**src/rtl/i2c_pkg.sv**
```systemverilog
// ============================================================================
// Package : i2c_pkg
// Shared FSM state encoding and byte constant for the I2C register target.
// Rev     : 1.0
// ============================================================================
`default_nettype none

package i2c_pkg;

   localparam int I2C_BYTE_BITS = 8;

   typedef enum logic [3:0] {
      IDLE,
      ADDR,
      ADDR_ACK,
      PTR,
      PTR_ACK,
      WDATA,
      WDATA_ACK,
      RDATA,
      RDATA_ACK
   } i2c_state_e;

endpackage

`default_nettype wire

```
**src/rtl/i2c_line_filter.sv**
```systemverilog
// ============================================================================
// Module : i2c_line_filter
// Two-flop synchroniser plus FILT_LEN-sample stability filter with edge pulses.
// Rev    : 1.0
// ============================================================================
`default_nettype none

module i2c_line_filter
   import i2c_pkg::*;
#(
   parameter int FILT_LEN = 3
) (
   input  logic clk,
   input  logic reset,
   input  logic line_i,
   output logic level_o,
   output logic rise_o,
   output logic fall_o
);

   logic [1:0]          sync_q;
   logic [FILT_LEN-1:0] hist_q;
   logic                level_q;

   // Idle bus level is high, so everything resets to 1 to avoid a false edge.
   always_ff @(posedge clk or posedge reset) begin
      if (reset) begin
         sync_q  <= 2'b11;
         hist_q  <= '1;
         level_q <= 1'b1;
      end else begin
         sync_q <= {sync_q[0], line_i};
         hist_q <= {hist_q[FILT_LEN-2:0], sync_q[1]};
         if (rise_o) begin
            level_q <= 1'b1;
         end else if (fall_o) begin
            level_q <= 1'b0;
         end
      end
   end

   assign rise_o  = (&hist_q) & ~level_q;
   assign fall_o  = ~(|hist_q) & level_q;
   assign level_o = level_q;

endmodule

`default_nettype wire

```
**src/rtl/i2c_slave_regs.sv**
```systemverilog
// ============================================================================
// Module : i2c_slave_regs
// I2C target with address match, register pointer and auto-incrementing port.
// Rev    : 1.0
// ============================================================================
`default_nettype none

module i2c_slave_regs
   import i2c_pkg::*;
#(
   parameter logic [6:0] DEV_ADDR = 7'h50,
   parameter int         AW       = 5,
   parameter int         FILT_LEN = 3
) (
   input  logic          clk,
   input  logic          reset,
   input  logic          scl_i,
   input  logic          sda_i,
   output logic          sda_oe,
   output logic [AW-1:0] reg_addr,
   output logic [7:0]    wr_data,
   output logic          wr_en,
   output logic          rd_en,
   input  logic [7:0]    rd_data,
   output logic          busy
);

   localparam logic [3:0] C_BITS = 4'(I2C_BYTE_BITS);

   logic w_scl_lvl, w_scl_rise, w_scl_fall;
   logic w_sda_lvl, w_sda_rise, w_sda_fall;
   logic w_start, w_stop, w_last_bit;
   logic [7:0] w_rx_next;

   i2c_state_e    state_q, state_d;
   logic [3:0]    bitcnt_q, bitcnt_d;
   logic [6:0]    rx_q, rx_d;
   logic [7:0]    tx_q, tx_d;
   logic [7:0]    wdat_q, wdat_d;
   logic [AW-1:0] ptr_q, ptr_d;
   logic          rw_q, rw_d;
   logic          oe_q, oe_d;
   logic          busy_q, busy_d;
   logic          wr_en_q, wr_en_d;
   logic          rd_en_q, rd_en_d;
   logic          ld_q;

   i2c_line_filter #(.FILT_LEN(FILT_LEN)) u_scl_filt (
      .clk    (clk),
      .reset  (reset),
      .line_i (scl_i),
      .level_o(w_scl_lvl),
      .rise_o (w_scl_rise),
      .fall_o (w_scl_fall)
   );

   i2c_line_filter #(.FILT_LEN(FILT_LEN)) u_sda_filt (
      .clk    (clk),
      .reset  (reset),
      .line_i (sda_i),
      .level_o(w_sda_lvl),
      .rise_o (w_sda_rise),
      .fall_o (w_sda_fall)
   );

   assign w_start    = w_sda_fall & w_scl_lvl;
   assign w_stop     = w_sda_rise & w_scl_lvl;
   assign w_rx_next  = {rx_q, w_sda_lvl};
   assign w_last_bit = (bitcnt_q == 4'd1);

   always_ff @(posedge clk or posedge reset) begin
      if (reset) begin
         state_q  <= IDLE;
         bitcnt_q <= '0;
         rx_q     <= '0;
         tx_q     <= '0;
         wdat_q   <= '0;
         ptr_q    <= '0;
         rw_q     <= 1'b0;
         oe_q     <= 1'b0;
         busy_q   <= 1'b0;
         wr_en_q  <= 1'b0;
         rd_en_q  <= 1'b0;
         ld_q     <= 1'b0;
      end else begin
         state_q  <= state_d;
         bitcnt_q <= bitcnt_d;
         rx_q     <= rx_d;
         tx_q     <= tx_d;
         wdat_q   <= wdat_d;
         ptr_q    <= ptr_d;
         rw_q     <= rw_d;
         oe_q     <= oe_d;
         busy_q   <= busy_d;
         wr_en_q  <= wr_en_d;
         rd_en_q  <= rd_en_d;
         ld_q     <= rd_en_q;
      end
   end

   always_comb begin
      state_d  = state_q;
      bitcnt_d = bitcnt_q;
      rx_d     = rx_q;
      tx_d     = tx_q;
      wdat_d   = wdat_q;
      ptr_d    = ptr_q;
      rw_d     = rw_q;
      oe_d     = oe_q;
      busy_d   = busy_q;
      wr_en_d  = 1'b0;
      rd_en_d  = 1'b0;

      // rd_data is valid the cycle after the rd_en strobe
      if (ld_q) begin
         tx_d = rd_data;
      end

      if (w_stop) begin
         state_d = IDLE;
         oe_d    = 1'b0;
         busy_d  = 1'b0;
      end else if (w_start) begin
         state_d  = ADDR;
         bitcnt_d = C_BITS;
         oe_d     = 1'b0;
      end else begin
         case (state_q)
            IDLE: ;
            ADDR, PTR, WDATA: begin
               if (w_scl_rise) begin
                  rx_d     = w_rx_next[6:0];
                  bitcnt_d = bitcnt_q - 4'd1;
                  if (w_last_bit) begin
                     if (state_q == PTR) begin
                        ptr_d   = w_rx_next[AW-1:0];
                        state_d = PTR_ACK;
                     end else if (state_q == WDATA) begin
                        wr_en_d = 1'b1;
                        wdat_d  = w_rx_next;
                        state_d = WDATA_ACK;
                     end else if (w_rx_next[7:1] == DEV_ADDR) begin
                        rw_d    = w_rx_next[0];
                        busy_d  = 1'b1;
                        state_d = ADDR_ACK;
                     end else begin
                        state_d = IDLE;
                     end
                  end
               end
            end
            // oe_q doubles as the phase flag: low = ACK not yet driven
            ADDR_ACK, PTR_ACK, WDATA_ACK: begin
               if (w_scl_fall && !oe_q) begin
                  oe_d = 1'b1;
               end else if (w_scl_fall) begin
                  oe_d     = 1'b0;
                  bitcnt_d = C_BITS;
                  if (state_q == WDATA_ACK) begin
                     ptr_d   = ptr_q + 1'b1;
                     state_d = WDATA;
                  end else if (state_q == PTR_ACK) begin
                     state_d = WDATA;
                  end else if (!rw_q) begin
                     state_d = PTR;
                  end else begin
                     oe_d     = ~tx_q[7];
                     tx_d     = {tx_q[6:0], 1'b0};
                     bitcnt_d = C_BITS - 4'd1;
                     state_d  = RDATA;
                  end
               end else if (w_scl_rise && oe_q && rw_q && state_q == ADDR_ACK) begin
                  rd_en_d = 1'b1;
               end
            end
            RDATA: begin
               if (w_scl_fall) begin
                  if (bitcnt_q == 4'd0) begin
                     oe_d    = 1'b0;
                     state_d = RDATA_ACK;
                  end else begin
                     oe_d     = ~tx_q[7];
                     tx_d     = {tx_q[6:0], 1'b0};
                     bitcnt_d = bitcnt_q - 4'd1;
                  end
               end
            end
            RDATA_ACK: begin
               if (w_scl_rise) begin
                  if (!w_sda_lvl) begin
                     ptr_d    = ptr_q + 1'b1;
                     rd_en_d  = 1'b1;
                     bitcnt_d = C_BITS;
                     state_d  = RDATA;
                  end else begin
                     state_d = IDLE;
                  end
               end
            end
            default: state_d = IDLE;
         endcase
      end
   end

   assign sda_oe   = oe_q;
   assign reg_addr = ptr_q;
   assign wr_data  = wdat_q;
   assign wr_en    = wr_en_q;
   assign rd_en    = rd_en_q;
   assign busy     = busy_q;

endmodule

`default_nettype wire
```
**config.mk**
```make
export PLATFORM = sky130hd
export DESIGN_NAME = i2c_slave_regs
export DESIGN_NICKNAME = d
export VERILOG_FILES = /design/src/rtl/i2c_pkg.sv /design/src/rtl/i2c_line_filter.sv /design/src/rtl/i2c_slave_regs.sv
export SDC_FILE = /design/constraint.sdc
export NUM_CORES = 1
export LEC_CHECK = 0
export BUFFER_PORTS_ARGS = -buffer_cell sky130_fd_sc_hd__buf_2
export CELL_PAD_IN_SITES_DETAIL_PLACEMENT = 0
export CELL_PAD_IN_SITES_GLOBAL_PLACEMENT = 1
export CORE_MARGIN = 1.5
export CORE_UTILIZATION = 47
export CTS_CLUSTER_SIZE = 10
export DETAILED_ROUTE_END_ITERATION = 10
export HOLD_SLACK_MARGIN = 0.1
export PLACE_DENSITY_LB_ADDON = 0.1
export SETUP_SLACK_MARGIN = 0.1
export SLEW_MARGIN = 10
export SYNTH_ARGS = -nofsm -noshare
export SYNTH_HDL_FRONTEND = slang
export SYNTH_SLANG_ARGS = --single-unit
```
**constraint.sdc**
```tcl
create_clock -name clk -period 5.9 [get_ports clk]
set_input_delay 1.18 -clock clk [delete_from_list [all_inputs] [get_ports clk]]
set_output_delay 1.18 -clock clk [all_outputs]
set_load 0.1 [all_outputs]
```
==> results.toml <==
[synth]
synth_fp_nets = 260
mappedNetlistArea_sq_um = 2761
synth_ff_type = "dfrtp_1"
postSynthAreaPerCell_sq_um = 11.27
yosysSeqAreaShare_pct = 49.48
ys_types = 58
syn_inst = 245
yosysWarnings = 0
synth_edf_count = 0
synthArstFlopShare_pct = 100.0
ys_ff_latch = 54

[power_and_ir_drop]
p_seq_share_pct = 38.4
p_int_mw = 0.7352
ir_drop_uv = 188.6
swShare_pct = 46.72
power_frac_clock_pct = 14.5
power_density_nw_per_um2 = 453.6
p_leak_nw = 1.409
power.combinational.fraction_pct = 47.1
switchingPower_mw = 0.6446

[critical_path]
endpoint_kind = "output pin"
cp_num_cells = 1
critical_path_required_ns = 4.72
worstPathArrival_ns = 1.23
worstPathBufferInverterCount = 1
crit_path_end = "reg_addr[2]"
crit_fanout = 7
timing.rr.end = "state_q[0]"
ff2ff_path_depth = 5
crit_start = "reg_addr[2]"
rr_startpoint = "u_scl_filt.level_o"
startpoint_type = "flop"
cpPeakStageDelay_ns = 0.47
reg2reg_slack_ns = 3.53
crit_chain = "buf_2"
crit_type = "flop to output pin"
critPathTopFamily = "buffers and inverters"
slowest_stage = "buf_2"

[timing]
finalHoldViolations = 0
rsz0062_at_grt = "no"
slew_headroom_pct = 53.74
finClkSkew_ns = 0.01001
tightest_slew_ns = 0.6926
period_share_pct = 40.91
layout_min_cycle_time_ns = 2.414
setup_violations = 0
fin_setup_tns_ns = 0
max_freq_mhz = 414.3
drv_slew = 0

[floorplan]
io_pins = 29
die_x_um = 79.65
fp-row-count = 27
start_util_pct = 49.54
dieArea_sq_um = 6344
die_h_um = 79.65
core-area_sq_um = 5574

[final_layout]
nFillCells = 522
multi_input_comb_area_sq_um = 1326
stdcell_count = 343
final_nets = 285
drive_above_1_share_pct = 31.73
seqCellArea_sq_um = 1366
synthToLayoutAreaGrowth_pct = 10.15
insertedDiodeCount = 0

[drt]
avgRoutedWirePerCell_um = 15.82
viasPerCell = 5.764
antenna_left = 0
vias = 1977
drc = 0
first_pass_iters = 4
initialDrtViolationCount = 87
drt-total-wl_um = 5425

[clock_network]
cts.path.max_buffers = 2
clock_latency_ns = 0.30
post_cts_resized = 0
post-cts-setup-buffers = 0
hold_buffers = 0
cts_tree = "done"
numCtsBuffers = 5
cts_num_sinks = 54
cts-root-buf = "clkbuf_8"
h-tree-depth = 2
path_clk_slew_ns = 0.09

[grt]
first_global_vias = 1783
grt.overflow.total = 0
antenna_found_initial = 0
grt_start_max_net_pins = 55
grt_pass1_wl_um = 9121
track_usage_pct = 18.96

[run]
drv_cap = 0

[place]
io_buffer_count = 28
dp_hpwl_um = 3781
placed_cells = 335
gp_congestion = 0.8573

[run_status]
status = "complete, no violations"

[worst_hold_path]
hold_class = "flop to flop"
-- flip-flops by register name, indices dropped and copies added, names as in the netlist, 2 cells and up --
name and flops:
u_sda_filt.sync_q 2, tx_q 8, u_scl_filt.hist_q 3, bitcnt_q 4, u_scl_filt.sync_q 2, reg_addr 5, u_sda_filt.hist_q 3, state_q 4
rx_q 7, wr_data 8
-- final cells by class --
| cell class | instances | share of cell area [%] |
|---|---|---|
| Timing Repair Buffer | 29 | 4.854 |
| Tap cell | 72 | 2.962 |
| Clock inverter | 2 | 0.4114 |
| Clock buffer | 6 | 2.386 |
| Sequential cell | 54 | 44.92 |
| Multi-Input combinational cell | 173 | 43.60 |
| Inverter | 7 | 0.8638 |
-- how the worst min path moves through the flow --
stage	from	end	slack, ns	cells after the start
6_report	u_scl_filt.sync_q[1]	u_scl_filt.hist_q[0]	0.36	0
5_1_grt	u_sda_filt.sync_q[0]	u_sda_filt.sync_q[1]	0.37	0
4_1_cts	u_scl_filt.sync_q[0]	u_scl_filt.sync_q[1]	0.36	0
3_5_place_dp	u_sda_filt.sync_q[1]	u_sda_filt.hist_q[0]	0.35	0
3_3_place_gp	u_scl_filt.sync_q[1]	u_scl_filt.hist_q[0]	0.35	0
2_1_floorplan	u_scl_filt.sync_q[1]	u_scl_filt.hist_q[0]	0.35	0
-- metal layers --
| metal | wire, um | global-route usage, % | part of all wire, % |
|---|---|---|---|
| met1 | 2815 | 29.08 | 52 |
| met2 | 2367 | 26.19 | 44 |
| met3 | 167 | 3.543 | 3.1 |
| met4 | 75 | 7.368 | 1.4 |
| met5 | 0 | 0 | 0 |
-- cell usage in the layout, fill, tap and decap left out, types with 2 or more instances in the layout --
cell / count
mux2_2: 22
buf_2: 28
and3_1: 2
clkbuf_8: 5
o21ai_0: 12
nand3_1: 8
and2_1: 3
inv_4: 2
dfstp_2: 12
a2bb2oi_1: 3
or4_1: 2
nor3_1: 7
xor2_1: 2
mux2i_1: 6
ha_1: 3
inv_1: 6
mux2_1: 9
nand2_1: 6
a21o_1: 3
nand4_1: 7
dfrtp_1: 42
a211oi_2: 2
nor2_1: 15
nand2b_1: 2
nor4b_2: 2
nor3b_1: 3
a21oi_1: 17
and4b_1: 3
a22oi_1: 2
a31oi_1: 4
-- synth_stat cells, types with 2 or more instances --
cell type | count | share of area, %
clkbuf_1 | 9 | 1.2
o21ai_0 | 12 | 2.2
xor2_1 | 2 | 0.63
nand4_1 | 7 | 1.6
and2_1 | 3 | 0.68
nand2b_1 | 2 | 0.45
a22oi_1 | 2 | 0.54
dfstp_2 | 12 | 11
inv_1 | 7 | 0.95
mux2_1 | 9 | 3.7
a31oi_1 | 4 | 0.91
dfrtp_1 | 42 | 38
a21oi_1 | 17 | 3.1
mux2_2 | 22 | 9.0
a211oi_2 | 2 | 0.91
nand3_1 | 8 | 1.4
ha_1 | 3 | 1.4
nor3b_1 | 3 | 0.82
nand2_1 | 6 | 0.82
a21o_1 | 3 | 0.82
or4_1 | 2 | 0.54
a2bb2oi_1 | 3 | 0.95
and3_1 | 2 | 0.45
mux2i_1 | 6 | 2.2
nor3_1 | 7 | 1.3
nor4b_2 | 2 | 1.1
nor2_1 | 15 | 2.0
and4b_1 | 3 | 1.1
-- power groups by stage --
| stage | clock network (mW) | logic [mW] | registers (mW) |
|---|---|---|---|
| 4_1_cts | 0.211 | 0.648 | 0.528 |
| 5_1_grt | 0.223 | 0.705 | 0.542 |
| 3_5_place_dp | 0 | 0.646 | 0.535 |
| 3_3_place_gp | 0 | 0.645 | 0.538 |
| 2_1_floorplan | 0 | 0.422 | 0.638 |
| 6_report | 0.200 | 0.650 | 0.530 |
-- stage by stage --
| stage | hold slack [ns] | utilization (%) | setup slack, ns | cell area [sq um] | total power [mW] |
|---|---|---|---|---|---|
| floorplan | 0.3452 | - | 3.425 | 2761 | 1.059 |
| global placement | 0.3456 | 53.04 | 3.557 | 2957 | 1.184 |
| detailed placement | 0.3479 | 53.04 | 3.533 | 2957 | 1.181 |
| CTS | 0.3635 | 54.57 | 3.486 | 3042 | 1.387 |
| global route | 0.3695 | 54.57 | 3.358 | 3042 | 1.470 |
| finish | 0.3617 | 54.57 | 3.486 | 3042 | 1.380 |
-- cell families (layout without fill, tap and decap cells) --
kind of cell	after synthesis	in the layout	share of synthesized area [%]
compound gates	59	59	15.22
xor+xnor	3	3	0.9517
fa+ha+maj	3	3	1.359
buf+inv	18	44	2.492
flops	54	54	49.48
mux	37	37	14.82
simple gates	71	71	15.68
No activity file was read; power rests on OpenSTA's default activity.
